<file path="src/rtl/pipe_fetch_decode_skid.sv">
// Fetch-to-decode pipeline register with valid/ready handshake, a one-deep skid
// entry behind the main entry, and synchronous flush. in_ready is flop-driven.
module pipe_fetch_decode_skid #(
    parameter int unsigned     XLEN      = 32,
    parameter int unsigned     ILEN      = 32,
    parameter logic [ILEN-1:0] NOP_INSTR = 32'h0000_0013
) (
    input  logic            clk,
    input  logic            rst_n,
    input  logic            flush,
    input  logic            in_valid,
    output logic            in_ready,
    input  logic [ILEN-1:0] instr_f,
    input  logic [XLEN-1:0] pc_f,
    input  logic [XLEN-1:0] pc_plus_4_f,
    output logic            out_valid,
    input  logic            out_ready,
    output logic [ILEN-1:0] instr_d,
    output logic [XLEN-1:0] pc_d,
    output logic [XLEN-1:0] pc_plus_4_d
);

    typedef struct packed {
        logic [ILEN-1:0] instr;
        logic [XLEN-1:0] pc;
        logic [XLEN-1:0] pc_plus_4;
    } entry_t;

    // State bits are the entry valid bits: bit0 = main valid, bit1 = skid valid.
    typedef enum logic [1:0] {
        ST_EMPTY = 2'b00,
        ST_FULL  = 2'b01,
        ST_SKID  = 2'b11
    } state_e;

    localparam entry_t BUBBLE = '{instr: NOP_INSTR, pc: '0, pc_plus_4: '0};

    state_e r_state;
    entry_t r_main;
    entry_t r_skid;
    entry_t w_in;

    assign w_in = '{instr: instr_f, pc: pc_f, pc_plus_4: pc_plus_4_f};

    // NOTE: non-blocking assignments keep every register reading pre-edge values.
    always_ff @(posedge clk) begin
        if (!rst_n || flush) begin
            r_state <= ST_EMPTY;
            // NOTE: data registers are reset too, because the main entry drives
            // the decode outputs directly and must read as a bubble.
            r_main  <= BUBBLE;
            r_skid  <= BUBBLE;
        end else begin
            case (r_state)
                ST_EMPTY: begin
                    if (in_valid) begin
                        r_main  <= w_in;
                        r_state <= ST_FULL;
                    end
                end
                ST_FULL: begin
                    if (in_valid && out_ready) begin
                        r_main <= w_in;
                    end else if (out_ready) begin
                        r_main  <= BUBBLE;
                        r_state <= ST_EMPTY;
                    end else if (in_valid) begin
                        r_skid  <= w_in;
                        r_state <= ST_SKID;
                    end
                end
                ST_SKID: begin
                    // in_valid is ignored here: in_ready is low in this state.
                    if (out_ready) begin
                        r_main  <= r_skid;
                        r_skid  <= BUBBLE;
                        r_state <= ST_FULL;
                    end
                end
                default: begin
                    r_main  <= BUBBLE;
                    r_skid  <= BUBBLE;
                    r_state <= ST_EMPTY;
                end
            endcase
        end
    end

    assign out_valid   = r_state[0];
    assign in_ready    = ~r_state[1];
    assign instr_d     = r_main.instr;
    assign pc_d        = r_main.pc;
    assign pc_plus_4_d = r_main.pc_plus_4;

endmodule
</file>
<file path="config.mk">
export PLATFORM = sky130hd
export DESIGN_NAME = pipe_fetch_decode_skid
export DESIGN_NICKNAME = d
export VERILOG_FILES = /design/src/rtl/pipe_fetch_decode_skid.sv
export SDC_FILE = /design/constraint.sdc
export NUM_CORES = 1
export LEC_CHECK = 0
export ABC_AREA = 1
export CAP_MARGIN = 5
export CORE_MARGIN = 1
export CORE_UTILIZATION = 40
export CTS_BUF_LIST = sky130_fd_sc_hd__clkbuf_2 sky130_fd_sc_hd__clkbuf_4 sky130_fd_sc_hd__clkbuf_8
export DETAILED_ROUTE_END_ITERATION = 10
export GPL_TIMING_DRIVEN = 0
export PLACE_DENSITY = 0.67
export SYNTH_ARGS = -nofsm -noshare
export SYNTH_HDL_FRONTEND = slang
export SYNTH_SLANG_ARGS = --single-unit
</file>
<file path="constraint.sdc">
create_clock -name clk -period 1.6 [get_ports clk]
set_clock_uncertainty 0.05 [all_clocks]
set_input_delay 0.16 -clock clk [delete_from_list [all_inputs] [get_ports clk]]
set_output_delay 0.16 -clock clk [all_outputs]
set_load 0.01 [all_outputs]
</file>
==> flow_summary.ini <==
[run_status]
status = finished, violations left
violations = negative setup slack

[die]
coreArea_um2 = 23500
initial_core_util = 0.407
die_y_um = 157
rows = 56
die-width_um = 157
dieArea_um2 = 24500
ios = 199

[timing]
min_period_ns = 1.80
hold_slack_ns = 0.203
layout_setup_ws_ns = -0.201
clock.fmax_ghz = 0.555
finalMaxSlewViolations = 0
setup_viol = 189
final-hold-violation-count = 0
tightest_slew_ns = 0.774
timing.final.crit_share = 1.13
relSlewSlack = 0.484
rsz0062_at_grt = yes

[final_layout]
diodes = 0
area_growth_pct = 51.3
nFillCells = 2111
fin_area_um2 = 14500
drive_gt1_frac = 0.190
nets = 1883

[setup_path]
rr_endpoint = instr_d[30]
start_kind = flip-flop
crit_type = flip-flop to flip-flop
rr_startpoint = r_state[1]
critPathMaxFanout = 6
ff2ff_path_depth = 11
critical_path_required_ns = 1.95
timing.reg2reg.setup_slack_ns = -0.20
crit_arrival_ns = 2.15
worst_setup_path_end_kind = flip-flop

[place]
port_buffers = 196
routabilityCongestion = 0.852
pre_cts_ws_ns = -0.991
place_area_um2 = 12000
dp_hpwl_um = 21200

[logic_synthesis]
yosysTopAreaCell = dfxtp_1
synth_top_area_frac = 0.406
synthFlopType = dfxtp_1
ys_ff_latch = 194
synth_seq_area_share = 0.406
syn_inst = 1508
synth_nets = 1614
yosys_warnings = 0
synthTopCellsByArea = dfxtp_1 (41%), nand2_1 (26%), nor2_1 (7.4%), nand4_1 (6.2%), nand3_1 (5.5%)
synth_edf_count = 0
synthDistinctLibCells = 21
synth_area_um2 = 9560
synthArstFlopShare = 0
synth.avg_cell_area_um2 = 6.34

[routing]
drc = 0
drtPass1Iterations = 5
drt-total-wl_um = 32600
drt_first_iter_violations = 608
ant_nets = 0
vias = 10700
wl_per_cell_um = 15.5
vias_per_cell = 5.10

[run]
drv_cap = 0

[power]
power.internal_mw = 8.49
clkPwrFrac = 0.264
netSwitchingFraction = 0.324
p_sw_mw = 4.07
leakagePower_nw = 7.01
powerDensity_nw_per_um2 = 868
ir_worst_vdd_v = 0.000525
combPwrFrac = 0.321
seq_power_share = 0.414

[clocking]
cts_tree = built
path_clk_slew_ns = 0.10
h-tree-depth = 4
clockRootBuffer = clkbuf_8
numCtsBuffers = 17
clock_latency_ns = 0.47
hold_buffers = 0
max-clock-path-buffers = 2
cts.sinks = 194

[worst_hold_path]
hold_end = r_state[1]
min_path_cells = 5
min_from = in_valid
min_path_type = input port to flip-flop

[grt]
grt_max_degree = 17
grt_pass1_wl_um = 48600
grt.overflow.total = 0
grtUsageTotal = 0.252
grt_pass1_vias = 9577
antenna_found_initial = 1
-- cell type report --
class / count / area [um^2] / area share
inverters: 11 / 48.8 / 0.00337
clock inverters: 10 / 123 / 0.00848
well taps: 319 / 399 / 0.0276
multi-input cells: 1177 / 5630 / 0.389
repair buffers: 256 / 3110 / 0.215
plain buffers: 120 / 995 / 0.0688
clock buffers: 20 / 269 / 0.0186
flip-flops and latches: 194 / 3890 / 0.269
-- synthesized netlist by cell type, types with 3 or more instances --
master    number
buf_4         16
nor2_1       189
inv_2          3
clkbuf_1      52
inv_1          8
buf_6          8
o21ai_1        3
ha_1           5
nand2_1      671
buf_2         38
o21ai_0        4
a21oi_1       99
dfxtp_1      194
nand3_1      105
nand4_1       94
buf_1         12
-- worst max path at each step --
stage                     startpoint         endpoint  slack, ns  cells past startpoint
final                     r_state[1]      instr_d[30]      -0.20                     11
after global routing      r_state[0]       r_skid[80]      -0.24                     11
after CTS                 r_state[0]  pc_plus_4_d[20]      -0.19                     12
after detailed placement       rst_n         pc_d[12]      -0.99                      7
after global placement         rst_n         pc_d[15]      -0.94                      7
after floorplan           r_state[1]      instr_d[14]      -0.01                     10
-- power groups by stage --
stage / clock [mW] / sequential [mW] / combinational (mW)
final: 3.32 / 5.20 / 4.04
after global routing: 3.58 / 5.23 / 4.37
after CTS: 3.36 / 5.20 / 3.32
after detailed placement: 0 / 5.31 / 2.82
after global placement: 0 / 5.30 / 2.80
after floorplan: 0 / 5.35 / 1.69
-- per-stage QoR --
| stage | util | instances | total power [mW] | TNS (ns) |
|---|---|---|---|---|
| floorplan | - | 1508 | 7.03 | -0.896 |
| global placement | 0.510 | 2023 | 8.10 | -102.42 |
| detailed placement | 0.510 | 2023 | 8.13 | -106.39 |
| CTS | 0.557 | 2082 | 11.9 | -24.33 |
| global route | 0.616 | 2107 | 13.2 | -37.21 |
| finish | 0.616 | 2107 | 12.6 | -26.02 |
-- worst max-delay path, stage by stage (launching register included) --
cell and delay, ns:
dfxtp_2 0.37, inv_4 0.06, ha_4 0.15, buf_6 0.13, nand2_4 0.09, nand3_4 0.10
nor2_4 0.14, buf_12 0.14, buf_16 0.16, clkbuf_16 0.17, nand2_2 0.04, a21oi_1 0.12
-- metal layers --
metal | part of all wire | up-vias | wire length (um) | global-route usage
met5 | 0.00040 | - | 13 | 0
met4 | 0.023 | 2 | 737 | 0.0789
met3 | 0.064 | 56 | 2090 | 0.0443
met2 | 0.46 | 396 | 15100 | 0.419
met1 | 0.45 | 4914 | 14600 | 0.332
li1 | - | 5380 | - | -
-- timing repair --
item                       CTS  global route
gates resized for setup    139           295
setup buffers               27             9
setup endpoints to repair  212           271
cloned                       6            21
pin swaps                    4            37
-- sequential cells by signal, indices dropped and copies added, names as in the netlist --
register     cells
r_skid          96
instr_d         32
pc_d            32
pc_plus_4_d     32
r_state          2
-- cells in the final DEF (no fill, tap or decap), drive strengths merged --
| cell type | instances |
|---|---|
| nand2 | 673 |
| dfxtp | 194 |
| nor2 | 192 |
| buf | 112 |
| clkdlybuf4s50 | 108 |
| nand3 | 106 |
| a21oi | 99 |
| nand4 | 94 |
| clkbuf | 88 |
| dlymetal6s2s | 79 |
| inv | 15 |
| dlygate4sd2 | 9 |
| o21ai | 7 |
| ha | 5 |
| clkinvlp | 3 |
| bufinv | 2 |
| o21a | 1 |
| clkinv | 1 |
-- kinds of logic (layout without fill, tap and decap cells) --
group	count (synthesis)	count (layout)	synth area share
and+or+nand+nor	1065	1065	0.460
DFF	194	194	0.406
buffers and inverters	137	417	0.0713
AOI/OAI and AO/OA	107	107	0.0563
adders and majority gates	5	5	0.00654
Power figures use the tool's default switching activity.
